File: src/rtl/calc_pkg.sv
// rtl/calc_pkg.sv - shared key codes, operator and state types for the calculator entry path
package calc_pkg;

    localparam logic [4:0] KEY_ADD = 5'h10;
    localparam logic [4:0] KEY_MUL = 5'h11;
    localparam logic [4:0] KEY_AND = 5'h12;
    localparam logic [4:0] KEY_EXE = 5'h13;
    localparam logic [4:0] KEY_SUB = 5'h14;
    localparam logic [4:0] KEY_OR  = 5'h15;
    localparam logic [4:0] KEY_CE  = 5'h16;
    localparam logic [4:0] KEY_CLR = 5'h17;

    typedef enum logic [2:0] {
        OP_ADD = 3'd0,
        OP_SUB = 3'd1,
        OP_MUL = 3'd2,
        OP_AND = 3'd3,
        OP_OR  = 3'd4
    } op_t;

    typedef enum logic [1:0] {
        S_OPA    = 2'd0,
        S_OPB    = 2'd1,
        S_EXEC   = 2'd2,
        S_RESULT = 2'd3
    } state_t;

    function automatic logic is_op_key(input logic [4:0] k);
        return (k == KEY_ADD) || (k == KEY_MUL) || (k == KEY_AND) ||
               (k == KEY_SUB) || (k == KEY_OR);
    endfunction

    function automatic op_t key_to_op(input logic [4:0] k);
        case (k)
            KEY_SUB: return OP_SUB;
            KEY_MUL: return OP_MUL;
            KEY_AND: return OP_AND;
            KEY_OR:  return OP_OR;
            default: return OP_ADD;
        endcase
    endfunction

endpackage

File: src/rtl/calc_entry_fsm_if.sv
// rtl/calc_entry_fsm_if.sv - key strobe in, display/status out between keypad and entry FSM
interface calc_entry_fsm_if #(
    parameter int WIDTH = 16
);
    logic             key_valid;
    logic [4:0]       key_val;
    logic             dec_mode;
    logic             key_ready;
    logic [WIDTH-1:0] display_val;
    logic [2:0]       op_out;
    logic             in_operand_b;
    logic             overflow;
    logic             result_valid;

    modport master (
        output key_valid, key_val, dec_mode,
        input  key_ready, display_val, op_out, in_operand_b, overflow, result_valid
    );

    modport slave (
        input  key_valid, key_val, dec_mode,
        output key_ready, display_val, op_out, in_operand_b, overflow, result_valid
    );
endinterface

File: src/rtl/calc_alu.sv
// rtl/calc_alu.sv - combinational operand ALU with per-operator overflow flag
module calc_alu
    import calc_pkg::*;
#(
    parameter int WIDTH = 16
) (
    input  logic [WIDTH-1:0] a,
    input  logic [WIDTH-1:0] b,
    input  op_t              op,
    output logic [WIDTH-1:0] result,
    output logic             ovf
);
    logic [WIDTH:0]     sum;
    logic [2*WIDTH-1:0] prod;

    always_comb begin
        sum    = {1'b0, a} + {1'b0, b};
        prod   = (2*WIDTH)'(a) * (2*WIDTH)'(b);
        result = '0;
        ovf    = 1'b0;
        case (op)
            OP_ADD: begin
                result = sum[WIDTH-1:0];
                ovf    = sum[WIDTH];
            end
            OP_SUB: begin
                result = a - b;
                ovf    = (a < b);
            end
            OP_MUL: begin
                result = prod[WIDTH-1:0];
                ovf    = |prod[2*WIDTH-1:WIDTH];
            end
            OP_AND:  result = a & b;
            OP_OR:   result = a | b;
            default: result = '0;
        endcase
    end
endmodule

File: src/rtl/calc_entry_fsm.sv
// rtl/calc_entry_fsm.sv - assembles A op B from key strobes, executes, chains results
module calc_entry_fsm
    import calc_pkg::*;
#(
    parameter int DIGITS = 4,
    parameter int WIDTH  = 4*DIGITS
) (
    input  logic             clk,
    input  logic             rst,
    calc_entry_fsm_if.slave  bus
);
    localparam int CW = $clog2(DIGITS + 1);

    state_t           state_q, state_d;
    op_t              op_q, op_d;
    logic [WIDTH-1:0] a_q, a_d, b_q, b_d, disp_q, disp_d;
    logic [CW-1:0]    cnt_q, cnt_d;
    logic             ovf_q, ovf_d, rv_q, rv_d;
    logic [WIDTH-1:0] alu_res;
    logic             alu_ovf;
    logic             digit_ok;

    calc_alu #(.WIDTH(WIDTH)) u_alu (
        .a      (a_q),
        .b      (b_q),
        .op     (op_q),
        .result (alu_res),
        .ovf    (alu_ovf)
    );

    always_comb begin
        state_d  = state_q;
        op_d     = op_q;
        a_d      = a_q;
        b_d      = b_q;
        cnt_d    = cnt_q;
        ovf_d    = ovf_q;
        rv_d     = 1'b0;
        digit_ok = !bus.key_val[4] && !(bus.dec_mode && (bus.key_val[3:0] > 4'd9));

        if (state_q == S_EXEC) begin
            a_d     = alu_res;
            ovf_d   = alu_ovf;
            rv_d    = 1'b1;
            state_d = S_RESULT;
        end else if (bus.key_valid) begin
            if (bus.key_val == KEY_CLR) begin
                state_d = S_OPA;
                op_d    = OP_ADD;
                a_d     = '0;
                b_d     = '0;
                cnt_d   = '0;
                ovf_d   = 1'b0;
            end else if (digit_ok) begin
                if (state_q == S_RESULT) begin
                    a_d     = WIDTH'(bus.key_val[3:0]);
                    cnt_d   = CW'(1);
                    ovf_d   = 1'b0;
                    state_d = S_OPA;
                end else if (cnt_q < CW'(DIGITS)) begin
                    cnt_d = cnt_q + CW'(1);
                    if (state_q == S_OPA) a_d = {a_q[WIDTH-5:0], bus.key_val[3:0]};
                    else                  b_d = {b_q[WIDTH-5:0], bus.key_val[3:0]};
                end
            end else if (is_op_key(bus.key_val)) begin
                case (state_q)
                    S_OPA, S_RESULT: begin
                        op_d    = key_to_op(bus.key_val);
                        b_d     = '0;
                        cnt_d   = '0;
                        state_d = S_OPB;
                        if (state_q == S_RESULT) ovf_d = 1'b0;
                    end
                    S_OPB: if (cnt_q == '0) op_d = key_to_op(bus.key_val);
                    default: ;
                endcase
            end else if (bus.key_val == KEY_EXE) begin
                if (state_q == S_OPB) state_d = S_EXEC;
            end else if (bus.key_val == KEY_CE) begin
                cnt_d = '0;
                case (state_q)
                    S_OPB: b_d = '0;
                    S_RESULT: begin
                        a_d     = '0;
                        ovf_d   = 1'b0;
                        state_d = S_OPA;
                    end
                    default: a_d = '0;
                endcase
            end
        end

        // Display is computed from next-state values so it lands with the key's effect.
        if (state_d == S_OPB && cnt_d != '0) disp_d = b_d;
        else                                 disp_d = a_d;
    end

    always_ff @(posedge clk) begin
        if (rst) begin
            state_q <= S_OPA;
            op_q    <= OP_ADD;
            a_q     <= '0;
            b_q     <= '0;
            cnt_q   <= '0;
            ovf_q   <= 1'b0;
            rv_q    <= 1'b0;
            disp_q  <= '0;
        end else begin
            state_q <= state_d;
            op_q    <= op_d;
            a_q     <= a_d;
            b_q     <= b_d;
            cnt_q   <= cnt_d;
            ovf_q   <= ovf_d;
            rv_q    <= rv_d;
            disp_q  <= disp_d;
        end
    end

    assign bus.key_ready    = (state_q != S_EXEC);
    assign bus.display_val  = disp_q;
    assign bus.op_out       = op_q;
    assign bus.in_operand_b = (state_q == S_OPB);
    assign bus.overflow     = ovf_q;
    assign bus.result_valid = rv_q;
endmodule

File: src/flat_wrapper.sv
// flat-port wrapper written by rule: the top's interface ports become plain ports
module calc_entry_fsm_flat import calc_pkg::*;
#(
    parameter int DIGITS = 4,
    parameter int WIDTH  = 4*DIGITS
)
  (clk, rst, bus_key_valid, bus_key_val, bus_dec_mode, bus_key_ready, bus_display_val, bus_op_out, bus_in_operand_b, bus_overflow, bus_result_valid);
  calc_entry_fsm_if #(.WIDTH(WIDTH)) bus_i ();
  input  logic clk;
  input  logic rst;
  input wire logic [$bits(bus_i.key_valid)-1:0] bus_key_valid;
  input wire logic [$bits(bus_i.key_val)-1:0] bus_key_val;
  input wire logic [$bits(bus_i.dec_mode)-1:0] bus_dec_mode;
  output wire logic [$bits(bus_i.key_ready)-1:0] bus_key_ready;
  output wire logic [$bits(bus_i.display_val)-1:0] bus_display_val;
  output wire logic [$bits(bus_i.op_out)-1:0] bus_op_out;
  output wire logic [$bits(bus_i.in_operand_b)-1:0] bus_in_operand_b;
  output wire logic [$bits(bus_i.overflow)-1:0] bus_overflow;
  output wire logic [$bits(bus_i.result_valid)-1:0] bus_result_valid;
  assign bus_i.key_valid = bus_key_valid;
  assign bus_i.key_val = bus_key_val;
  assign bus_i.dec_mode = bus_dec_mode;
  assign bus_key_ready = bus_i.key_ready;
  assign bus_display_val = bus_i.display_val;
  assign bus_op_out = bus_i.op_out;
  assign bus_in_operand_b = bus_i.in_operand_b;
  assign bus_overflow = bus_i.overflow;
  assign bus_result_valid = bus_i.result_valid;
  calc_entry_fsm #(.DIGITS(DIGITS), .WIDTH(WIDTH)) u_core (.clk(clk), .rst(rst), .bus(bus_i));
endmodule
File: config.mk
export PLATFORM = sky130hd
export DESIGN_NAME = calc_entry_fsm_flat
export DESIGN_NICKNAME = d
export VERILOG_FILES = /design/src/rtl/calc_pkg.sv /design/src/rtl/calc_entry_fsm_if.sv /design/src/rtl/calc_alu.sv /design/src/rtl/calc_entry_fsm.sv /design/src/flat_wrapper.sv
export SDC_FILE = /design/constraint.sdc
export NUM_CORES = 1
export LEC_CHECK = 0
export CAP_MARGIN = 20
export CELL_PAD_IN_SITES_DETAIL_PLACEMENT = 0
export CELL_PAD_IN_SITES_GLOBAL_PLACEMENT = 2
export CORE_MARGIN = 2
export CORE_UTILIZATION = 40
export CTS_CLUSTER_SIZE = 40
export DETAILED_ROUTE_END_ITERATION = 12
export GPL_TIMING_DRIVEN = 0
export PLACE_DENSITY_LB_ADDON = 0.1
export SETUP_SLACK_MARGIN = 0.5
export SLEW_MARGIN = 0
export SYNTH_ARGS = -nofsm -noshare
export SYNTH_HDL_FRONTEND = slang
export SYNTH_SLANG_ARGS = --single-unit
File: constraint.sdc
create_clock -name clk -period 7.1 [get_ports clk]
set_input_delay 1.42 -clock clk [delete_from_list [all_inputs] [get_ports clk]]
set_output_delay 1.42 -clock clk [all_outputs]
set_load 0.1 [all_outputs]
==> metrics.md, run 1 <==
| Metric | Value |
|---|---|
| Status | complete, no violations |
| Clock network power share | 32.3% |
| Pwr dens | 81.8 mW/mm2 |
| CTS tree | built |
| Max_cap viols | 0 |
| Mean Syn Cell Area | 8.10 um2 |
| Cells after Synth | 1645 |
| Initial Util | 40.8% |
| Syn Nets | 2011 |
| Fillers | around 3400 |
| Fin cells | approximately 2200 |
| Leak pwr | 6.37 nW |
| CTS root buffer | clkbuf_16 |
| Fmax | ~150 MHz |
| Internal Pwr Total | 0.000739 W |
| Part of the power in combinational logic | between 30% and 40% |
| Final Hold Fails | 0 |
| Yosys cell types | 85 |
| Initial DRC Count | 889 |
| R2R cell count | 25 |
| First-pass GRT wire length | 71.5 mm |
| Setup violations, final | 0 |
| EDFF count, synth | 0 |
| Grt total ovfl | 0 |
| RR Startpoint | u_core.a_q[8]$_SDFF_PP0_ |
| Synth warn | 0 |
| Row count | between 60 and 70 |
| Post-synth top flop | dfxtp_1 |
| CP max stage cell | fa_1 |
| Cell family contributing the most delay on the critical path | adder cells |
| Most frequent cells in the layout | 239 x inv_1, 203 x nor2_1, 195 x fa_1, 190 x nand2_1, 156 x ha_1 |
| Quantity of I/O buffers inserted on ports | 31 |
| Critical path type | register to register |
| CTS Buf Count | 9 |
| Drc violations | 0 |
| 1st-pass router iterations | 5 |
| Diodes inserted | 0 |
| Critical path origin | u_core.a_q[8]$_SDFF_PP0_ |
| Initial antenna violation count | 0 |
| Fin Hold WS | 620 ps |
| Die height | approximately 190 um |
| RD Place Congestion | 0.894 |
| Final Skew | 5.52 ps |
| H-tree Lvls | 3 |
| Vias in the first global route | 12000 |
| Worst path most repeated cell | fa_1 |
| Vias per inst | 5.54 |
| # clock sinks | 58 |
| Worst-path clk slew | about 60 ps |
| Worst path required time | 7260 ps |
| Via count | 12000 |
| Rel. slew slack | 32.5% |
| Critical path depth | 25 |
| Arrival time at the worst endpoint | approximately 6700 ps |
| Hold WC Path Type | register to register |
| Mapped Area | 0.0133 mm2 |
| RR Endpoint | u_core.bus.overflow$_SDFFE_PP0P_ |
| Sw Share | 41.7% |
| Total Routing Usage GR | a little over a quarter |
| Commonest non-fill, non-tap cell in the layout | inv_1 |
| DIE AREA | 0.0348 mm2 |
| Slew @ Worst Pin | 1010 ps |
| WL/cell | 21.4 um |
| CORE AREA | 0.0327 mm2 |
| Final antenna-violating net count | 0 |
| Worst vdd ir | ~0.097 mV |
| Nets | approximately 2100 |
| Seq. cell area | 0.00121 mm2 |
| Tcrit/Tclk final | 91.8% |
| Sequential share of the synthesized area | 8.71% |
| Ys async rst share | 0% |
| P_sw | 0.000527 W |
| RSZ-0062 raised after global routing | yes |
| Cells after DPL | roughly 2100 |
| Crit path time final | around 6500 ps |
| Hold_buf cts | 0 |
| Crit end category | register |
| Pin count of the biggest net entering global routing | 12 |
| Final HPWL DP | 38.0 mm |
| Critical Path Sink | u_core.bus.overflow$_SDFFE_PP0P_ |
| Deepest clock path buffer count | 2 |
| Flop pwr share | 29.1% |
| Multi-input gate area | roughly 0.011 mm2 |
| Layout Area Growth over Synthesis | 16.2% |
| Pins Over Slew Limit | 0 |
| R2R setup slack | 580 ps |
| CP startpoint kind | register |
| Layout cells sized above 1 | 12.9% |
| Clk Latency, worst-skew pair | around 330 ps |
| Hold path start | u_core.b_q[3]$_SDFF_PP0_ |
| Io pins | 32 |
| WP buf/inv | 8 |
| Worst Path Max Fanout | 8 |
| Wirelength, routed | approximately 47 mm |
| Synth Register Bits | between 50 and 60 |
| Die X-Extent | about 190 um |
| Worst stage delay on the critical path | 530 ps |
synthesized netlist by cell type (5+ instances only):
| library cell | n | area, um2 |
|---|---|---|
| a221oi_1 | 12 | 105 |
| mux2i_1 | 10 | 100 |
| mux2_2 | 10 | 113 |
| a222oi_1 | 5 | 50.1 |
| nand2_1 | 191 | 717 |
| clkbuf_1 | 67 | 251 |
| ha_1 | 161 | 2010 |
| nor3_1 | 31 | 155 |
| a21o_1 | 8 | 60.1 |
| a31oi_1 | 6 | 37.5 |
| nor2b_1 | 23 | 144 |
| xnor2_1 | 19 | 166 |
| xor2_1 | 8 | 70.1 |
| o21a_1 | 7 | 52.6 |
| fa_1 | 196 | 3920 |
| a211o_1 | 7 | 61.3 |
| nand3_1 | 12 | 60.1 |
| buf_2 | 11 | 55.1 |
| clkinv_1 | 14 | 52.6 |
| inv_1 | 247 | 927 |
| or2_2 | 5 | 31.3 |
| o22ai_1 | 8 | 50.1 |
| o21bai_1 | 11 | 82.6 |
| o211ai_1 | 7 | 52.6 |
| dfxtp_1 | 58 | 1160 |
| nand2b_1 | 10 | 62.6 |
| a22o_1 | 7 | 61.3 |
| a22oi_1 | 20 | 150 |
| nor4_1 | 6 | 37.5 |
| a21oi_1 | 66 | 330 |
| nand4_1 | 11 | 68.8 |
| o31ai_1 | 8 | 60.1 |
| nor2_1 | 212 | 796 |
| a211oi_1 | 23 | 173 |
| o21ai_0 | 53 | 265 |
worst min-delay path by stage:
stage	to	slack, ps	depth (start not counted)
after floorplan	u_core.b_q[11]$_SDFF_PP0_	520	2
after CTS	u_core.a_q[8]$_SDFF_PP0_	620	2
final	u_core.b_q[3]$_SDFF_PP0_	620	2
after detailed placement	u_core.b_q[12]$_SDFF_PP0_	600	2
after global routing	u_core.b_q[12]$_SDFF_PP0_	650	2
after global placement	u_core.b_q[11]$_SDFF_PP0_	590	2
power by group through the flow:
stage	registers [W]	logic [W]	clock network, W
6_report	0.000368	0.000490	0.000408
5_1_grt	0.000370	0.000519	0.000426
4_1_cts	0.000369	0.000476	0.000414
3_5_place_dp	0.000376	0.000464	0
3_3_place_gp	0.000375	0.000466	0
2_1_floorplan	0.000427	0.000266	0
sequential cells by signal (all words and copies together) (netlist names):
register                 cells
u_core.a_q                  16
u_core.bus.overflow          1
u_core.bus.result_valid      1
u_core.cnt_q                 3
u_core.b_q                  16
u_core.state_q               2
u_core.bus.display_val      16
u_core.bus.op_out            3
kinds of logic (layout without fill, tap and decap cells):
logic type / count (synthesis) / count (layout) / synth area share (%)
and+or+nand+nor: 530 / 530 / 17.3
adders and majority gates: 357 / 357 / 44.5
buffers and inverters: 347 / 434 / 9.87
AOI/OAI and AO/OA: 305 / 305 / 16.1
DFF: 58 / 58 / 8.71
xor gates and xnor gates: 27 / 27 / 1.77
muxes: 21 / 21 / 1.76
per-stage QoR:
stage / setup TNS [ps] / instance area, um2 / power, W / worst slack (ps) / utilization (%)
detailed placement: -3700 / 14200 / 0.000840 / -1320 / 43.4
CTS: 0 / 15100 / 0.00126 / 445 / 46.0
global placement: -3830 / 14200 / 0.000841 / -1570 / 43.4
global route: 0 / 15500 / 0.00131 / 395 / 47.4
floorplan: 0 / 13300 / 0.000693 / 708 / -
finish: 0 / 15500 / 0.00127 / 584 / 47.4
routing by layer:
| layer | up-vias | GRT usage, % | part of all wire [%] |
|---|---|---|---|
| met5 | - | 0 | 0 |
| met4 | 0 | 6.35 | 2.8 |
| met3 | 69 | 4.12 | 5.8 |
| met2 | 352 | 42.8 | 46 |
| met1 | 6039 | 38.1 | 46 |
| li1 | 5587 | - | - |
area by class of cell:
| type | count | share of cell area, % |
|---|---|---|
| Tap cell | 442 | 3.57 |
| Clock inverter | 6 | 0.267 |
| Clock buffer | 10 | 1.54 |
| Multi-Input combinational cell | 1240 | 71.9 |
| Timing Repair Buffer | 71 | 4.01 |
| Inverter | 265 | 7.09 |
| Sequential cell | 58 | 7.84 |
| Buffer | 82 | 3.80 |
tightest hold or removal path: stages (launching register included):
cell and delay, ps:
dfxtp_4 400, a22oi_1 90, nor2_1 90
repair_timing:
item | in CTS | in global routing
endpoints found under the setup margin | 13 | 6
buffers inserted | 18 | 21
resized for setup | 146 | 107
pin swaps | 9 | 30
hold endpoints to repair | 0 | 0
Note: power is estimated with default switching activity, not from simulation.
==> run 2: changes to the inputs <==
--- a/config.mk
+++ b/config.mk
@@ -9,7 +9,7 @@
 export CELL_PAD_IN_SITES_DETAIL_PLACEMENT = 0
 export CELL_PAD_IN_SITES_GLOBAL_PLACEMENT = 2
 export CORE_MARGIN = 2
-export CORE_UTILIZATION = 40
+export CORE_UTILIZATION = 36
 export CTS_CLUSTER_SIZE = 40
 export DETAILED_ROUTE_END_ITERATION = 12
 export GPL_TIMING_DRIVEN = 0
==> constraint.sdc (replaced) <==
create_clock -name clk -period 5.7 [get_ports clk]
set_input_delay 1.14 -clock clk [delete_from_list [all_inputs] [get_ports clk]]
set_output_delay 1.14 -clock clk [all_outputs]
set_load 0.1 [all_outputs]
==> run 2 against run 1 <==
The flow now finishes with violations (negative setup slack). Global-route usage down 0.52 points. Via count up 1.6%. Routed wire length up 7.5%. Clock power up 44%. Sequential cell count unchanged. Register-to-register slack worse by 1300 ps. Die area up 11%. Sequential power up 24%. Fmax up 1.4%. Critical path type unchanged.
==> metrics.md, run 2 (synthesis gave the netlist of run 1 again) <==
| Metric | Value |
|---|---|
| Worst Path Max Fanout | 10 (+2) |
| Leak pwr | 6.86 nW (+7.7%) |
| Die X-Extent | 196 um (+5.3%) |
| 1st-pass router iterations | 6 (+1) |
| Wirelength, routed | 50.1 mm (+7.5%) |
| Hold WC Path Type | register to register |
| Slew @ Worst Pin | 1020 ps (+15.9 ps) |
| Setup ws final | -727 ps (-1310 ps) |
| Initial DRC Count | 734 (-17%) |
| Initial antenna violation count | 0 (unchanged) |
| Deepest clock path buffer count | 2 (unchanged) |
| CTS tree | built |
| Vias in the first global route | 12300 (+2.9%) |
| Io pins | 32 (unchanged) |
| # clock sinks | 58 (unchanged) |
| Drc violations | 0 (unchanged) |
| RSZ-0062 raised after global routing | yes |
| Status | finished, violations left |
| Grt total ovfl | 0 (unchanged) |
| Cells after DPL | 2145 (+1.2%) |
| Critical path type | register to register |
| Pwr dens | 101 mW/mm2 (+24%) |
| Hold_buf cts | 0 (unchanged) |
| Crit end category | register |
| Worst vdd ir | 0.131 mV (+36%) |
| Initial Util | 36.5% (-4.3 points) |
| Worst path required time | 5870 ps (-1390 ps) |
| Crit path time final | 6430 ps (-88.8 ps) |
| Fin Hold WS | 597 ps (-22.6 ps) |
| Final Hold Fails | 0 (unchanged) |
| H-tree Lvls | 3 (unchanged) |
| Most frequent cells in the layout | 229 x inv_1, 196 x nor2_1, 190 x fa_1, 186 x nand2_1, 140 x ha_1 |
| DP Worst Slack | -1890 ps (-569 ps) |
| WL/cell | 22.2 um (+3.6%) |
| Commonest non-fill, non-tap cell in the layout | inv_1 |
| Layout cells sized above 1 | 20.1% (+7.1 points) |
| Pin count of the biggest net entering global routing | 13 (+1) |
| Fin cells | 2257 (+3.8%) |
| Rel. slew slack | 31.5% (-1.1 points) |
| DIE AREA | 0.0386 mm2 (+11%) |
| Nets | 2150 (+2.7%) |
| CTS root buffer | clkbuf_16 |
| CP startpoint kind | register |
| Setup violations, final | 11 (+11) |
| Worst-path clk slew | 60 ps (about the same) |
| Total Routing Usage GR | 26.2% (-0.52 points) |
| Max_cap viols | 0 (unchanged) |
| Fin Setup TNS | -3770 ps (-3770 ps) |
| Diodes inserted | 0 (unchanged) |
| Row count | 70 (+6.1%) |
| CTS Buf Count | 9 (unchanged) |
| First-pass GRT wire length | 75.8 mm (+6.0%) |
| Via count | 12200 (+1.6%) |
| Fmax | 156 MHz (+1.4%) |
| Die height | 196 um (+5.3%) |
| Vias per inst | 5.42 (-2.1%) |
| Quantity of I/O buffers inserted on ports | 31 (unchanged) |
| Clk Latency, worst-skew pair | 330 ps (about the same) |
| Final Skew | 4.89 ps (-0.624 ps) |
| Pins Over Slew Limit | 0 (unchanged) |
| Final HPWL DP | 39.8 mm (+4.7%) |
| Final antenna-violating net count | 0 (unchanged) |
| Layout Area Growth over Synthesis | 26.0% |
| Failing checks | negative setup slack |
| Tcrit/Tclk final | 113% (+21 points) |
| CORE AREA | 0.0365 mm2 (+12%) |
| Arrival time at the worst endpoint | 6600 ps (-80 ps) |
| RD Place Congestion | 0.881 (-1.4%) |
[run 2: changes by cell type in the layout (fill, tap and decap cells not counted), sizes merged]
cell	change
clkbuf	+10
clkinvlp	-1
bufinv	+2
buf	+46
[run 2: layout make-up]
| cell class | count | area (um2) |
|---|---|---|
| plain buffers | 82 | 768 |
| clock buffers | 9 | 225 |
| clock inverters | 7 | 101 |
| fillers | 3670 | 19700 |
| inverters | 265 | 1130 |
| multi-input cells | 1240 | 11600 |
| flip-flops and latches | 58 | 1220 |
| well taps | 468 | 586 |
| repair buffers | 128 | 1160 |
[run 2: repair_timing]
action	in CTS	in global routing
endpoints found under the setup margin	21	21
buffers inserted	72	24
pin swaps	39	50
gates resized for setup	183	93
[run 2: worst paths after layout]
path	start	to	slack (ps)	cells past startpoint
setup / recovery	u_core.b_q[3]$_SDFF_PP0_	u_core.bus.overflow$_SDFFE_PP0P_	-730	22
hold / removal	u_core.b_q[8]$_SDFF_PP0_	u_core.b_q[12]$_SDFF_PP0_	600	2
setup reg to reg	u_core.b_q[3]$_SDFF_PP0_	u_core.bus.overflow$_SDFFE_PP0P_	-730	22
hold reg to reg	u_core.b_q[8]$_SDFF_PP0_	u_core.b_q[12]$_SDFF_PP0_	600	2
[run 2: layer usage]
layer | track usage, % | vias to the layer above | part of all wire (%)
met3 | 3.46 | 51 | 5.1
met5 | 0 | - | 0
met1 | 37.3 | 6196 | 46
met2 | 42.7 | 306 | 47
li1 | - | 5687 | -
met4 | 5.50 | 0 | 1.9
[run 2: critical path, cell delays in order, from the launching register on]
cell and delay, ps:
dfxtp_4 400, clkbuf_16 170, nand2_1 80, fa_1 500, fa_1 550, inv_1 50, fa_1 480, fa_2 490
fa_1 490, inv_1 50, fa_1 470, inv_1 40, ha_1 270, clkbuf_8 160, a211oi_2 200, nor2_2 100
o41ai_4 300, nor2_2 80, a211oi_4 360, nor4_1 110, or4_4 470, nor4_4 280, a311oi_4 160
[run 2: power by group]
part / switching, W / internal (W)
combinational: 0.000444 / 0.000207
clock: 0.000204 / 0.000385
sequential: 0.0000321 / 0.000426
total: 0.000680 / 0.00102
[run 2: through the flow]
step                utilization [%]  power, W  area (um2)
floorplan                         -  0.000872       13700
global placement               39.8   0.00107       14500
detailed placement             39.9   0.00106       14600
CTS                            44.5   0.00169       16300
global route                   46.0   0.00178       16800
finish                         46.0   0.00170       16800
==> run 3: changes to the inputs <==
--- a/config.mk
+++ b/config.mk
@@ -12,7 +12,6 @@
 export CORE_UTILIZATION = 36
 export CTS_CLUSTER_SIZE = 40
 export DETAILED_ROUTE_END_ITERATION = 12
-export GPL_TIMING_DRIVEN = 0
 export PLACE_DENSITY_LB_ADDON = 0.1
 export SETUP_SLACK_MARGIN = 0.5
 export SLEW_MARGIN = 0
==> run 3 against run 2 <==
The flow still finishes with violations (negative setup slack). Via count rose by 3.7%. Final cell count rose by 6.6%. Hold slack improved by 63 ps. Die area did not move. First-iteration DRC count rose by 19%. Sequential share of layout area fell by 0.47 points. Clock-buffer cell count rose by 1. Utilization rose by 2.6 points. Critical path type unchanged. Critical endpoint unchanged. Largest cell class unchanged. Highest routed layer unchanged.
==> metrics.md, run 3 (synthesis gave the netlist of run 1 again) <==
| Metric | Value |
|---|---|
| Leak pwr | 7.57 nW (+10%) |
| Fin Setup TNS | -2050 ps (+1720 ps) |
| RSZ-0062 raised after global routing | yes |
| CORE AREA | 0.0365 mm2 (unchanged) |
| Grt total ovfl | 0 (unchanged) |
| Crit path time final | 6170 ps (-257 ps) |
| First-pass GRT wire length | 76.8 mm (+1.4%) |
| Layout Area Growth over Synthesis | 33.2% |
| Fillers | 3675 (+0.14%) |
| Quantity of I/O buffers inserted on ports | 31 (unchanged) |
| Wirelength, routed | 49.9 mm (-0.30%) |
| Final Hold Fails | 0 (unchanged) |
| CTS Buf Count | 9 (unchanged) |
| Nets | 2298 (+6.9%) |
| Setup ws final | -470 ps (+257 ps) |
| WL/cell | 20.7 um (-6.5%) |
| Rel. slew slack | 27.6% (-3.9 points) |
| Clk Latency, worst-skew pair | 350 ps (+20 ps) |
| Die X-Extent | 196 um (unchanged) |
| H-tree Lvls | 3 (unchanged) |
| Total Routing Usage GR | 26.4% (+0.14 points) |
| Status | finished, violations left |
| Crit end category | register |
| Final Skew | 14.5 ps (+9.58 ps) |
| Arrival time at the worst endpoint | 6390 ps (-210 ps) |
| Final HPWL DP | 42.1 mm (+5.6%) |
| Max_cap viols | 0 (unchanged) |
| Vias in the first global route | 13000 (+5.4%) |
| Setup violations, final | 11 (unchanged) |
| Pin count of the biggest net entering global routing | 34 (+21) |
| Hold_buf cts | 0 (unchanged) |
| Pwr dens | 102 mW/mm2 (+1.4%) |
| Worst Path Max Fanout | 7 (-3) |
| Drc violations | 0 (unchanged) |
| Hold Path Stages | 2 (unchanged) |
| Tcrit/Tclk final | 108% (-4.5 points) |
| Initial antenna violation count | 1 (+1) |
| Failing checks | negative setup slack |
| Worst vdd ir | 0.270 mV (+110%) |
| Post-route cell area | 0.0178 mm2 (+5.7%) |
| R2R cell count | 23 (+4.5%) |
| Worst path required time | 5920 ps (+50 ps) |
| RD Place Congestion | 0.898 (+1.9%) |
| Fin Hold WS | 660 ps (+62.5 ps) |
| # clock sinks | 58 (unchanged) |
| Commonest non-fill, non-tap cell in the layout | buf_4 |
| Via count | 12700 (+3.7%) |
| CTS tree | built |
| Worst-path clk slew | 60 ps (about the same) |
| Hold WC Path Type | register to register |
| Row count | 70 (unchanged) |
| Die height | 196 um (unchanged) |
| Io pins | 32 (unchanged) |
| Final antenna-violating net count | 0 (unchanged) |
| Deepest clock path buffer count | 2 (unchanged) |
| Slew @ Worst Pin | 1080 ps (+59.7 ps) |
| Fmax | 162 MHz (+4.2%) |
| Vias per inst | 5.28 (-2.7%) |
| Initial Util | 36.5% (unchanged) |
| Pins Over Slew Limit | 0 (unchanged) |
| CTS root buffer | clkbuf_16 |
| DIE AREA | 0.0386 mm2 (unchanged) |
| CP startpoint kind | register |
| Initial DRC Count | 871 (+19%) |
| 1st-pass router iterations | 5 (-1) |
| Most frequent cells in the layout | 290 x buf_4, 228 x inv_1, 205 x nor2_1, 191 x fa_1, 186 x nand2_1 |
| Placed inst area | 0.0164 mm2 (+13%) |
| Critical path type | register to register |
| Layout cells sized above 1 | 26.4% (+6.4 points) |
-- run 3: critical path, stage by stage, from the launching register on --
cell,delay [ps]
dfxtp_4,420
buf_6,160
nand2_1,80
fa_1,500
fa_1,560
inv_1,60
fa_1,490
fa_1,430
fa_1,490
inv_1,50
fa_1,470
inv_1,60
ha_4,220
buf_6,140
nand2_1,80
o21ai_0,90
nor2_1,190
o22ai_1,140
buf_4,170
o41a_1,380
and4b_1,240
a221o_1,300
a2111oi_2,210
a311oi_1,130
-- run 3: repair_timing --
action | 4_1_cts | 5_1_grt
resized for setup | 128 | 39
endpoints found under the setup margin | 21 | 21
setup buffers | 25 | 9
pin swaps | 28 | 29
-- run 3: metal layers --
metal	vias up	GRT usage, %	wire length (um)
met4	0	5.22	867
li1	5976	-	-
met3	39	2.62	2140
met5	-	0	0
met2	290	44.1	24100
met1	6388	37.1	22800
-- run 3: worst paths after layout --
path	startpoint	end	slack, ps
setup / recovery	u_core.b_q[3]$_SDFF_PP0_	u_core.bus.overflow$_SDFFE_PP0P_	-470
setup reg to reg	u_core.b_q[3]$_SDFF_PP0_	u_core.bus.overflow$_SDFFE_PP0P_	-470
hold / removal	u_core.a_q[3]$_SDFF_PP0_	u_core.a_q[3]$_SDFF_PP0_	660
hold reg to reg	u_core.a_q[3]$_SDFF_PP0_	u_core.a_q[3]$_SDFF_PP0_	660
-- run 3: cell type report --
cell class | instances | area, um2 | share of cell area, %
Clock inverter | 6 | 130 | 0.733
Antenna cell | 1 | 2.50 | 0.0141
Tap cell | 468 | 586 | 3.30
Inverter | 265 | 1040 | 5.88
Sequential cell | 58 | 1210 | 6.81
Multi-Input combinational cell | 1240 | 11500 | 64.9
Timing Repair Buffer | 358 | 3030 | 17.1
Clock buffer | 10 | 229 | 1.29
-- run 3: per-stage QoR --
stage | power, W | worst slack [ps] | utilization (%) | instances
6_report | 0.00182 | -470 | 48.6 | 2406
5_1_grt | 0.00189 | -711 | 48.6 | 2405
4_1_cts | 0.00182 | -489 | 47.9 | 2396
3_5_place_dp | 0.00111 | -951 | 45.0 | 2355
3_3_place_gp | 0.00111 | -884 | 45.0 | 2355
2_1_floorplan | 0.000872 | -138 | - | 1645
-- run 3: report_power, final --
group | internal (W) | total (W) | switching, W
Clock | 0.000470 | 0.000681 | 0.000212
Combinational | 0.000236 | 0.000683 | 0.000448
Sequential | 0.000427 | 0.000454 | 0.0000275
Total | 0.00113 | 0.00182 | 0.000687
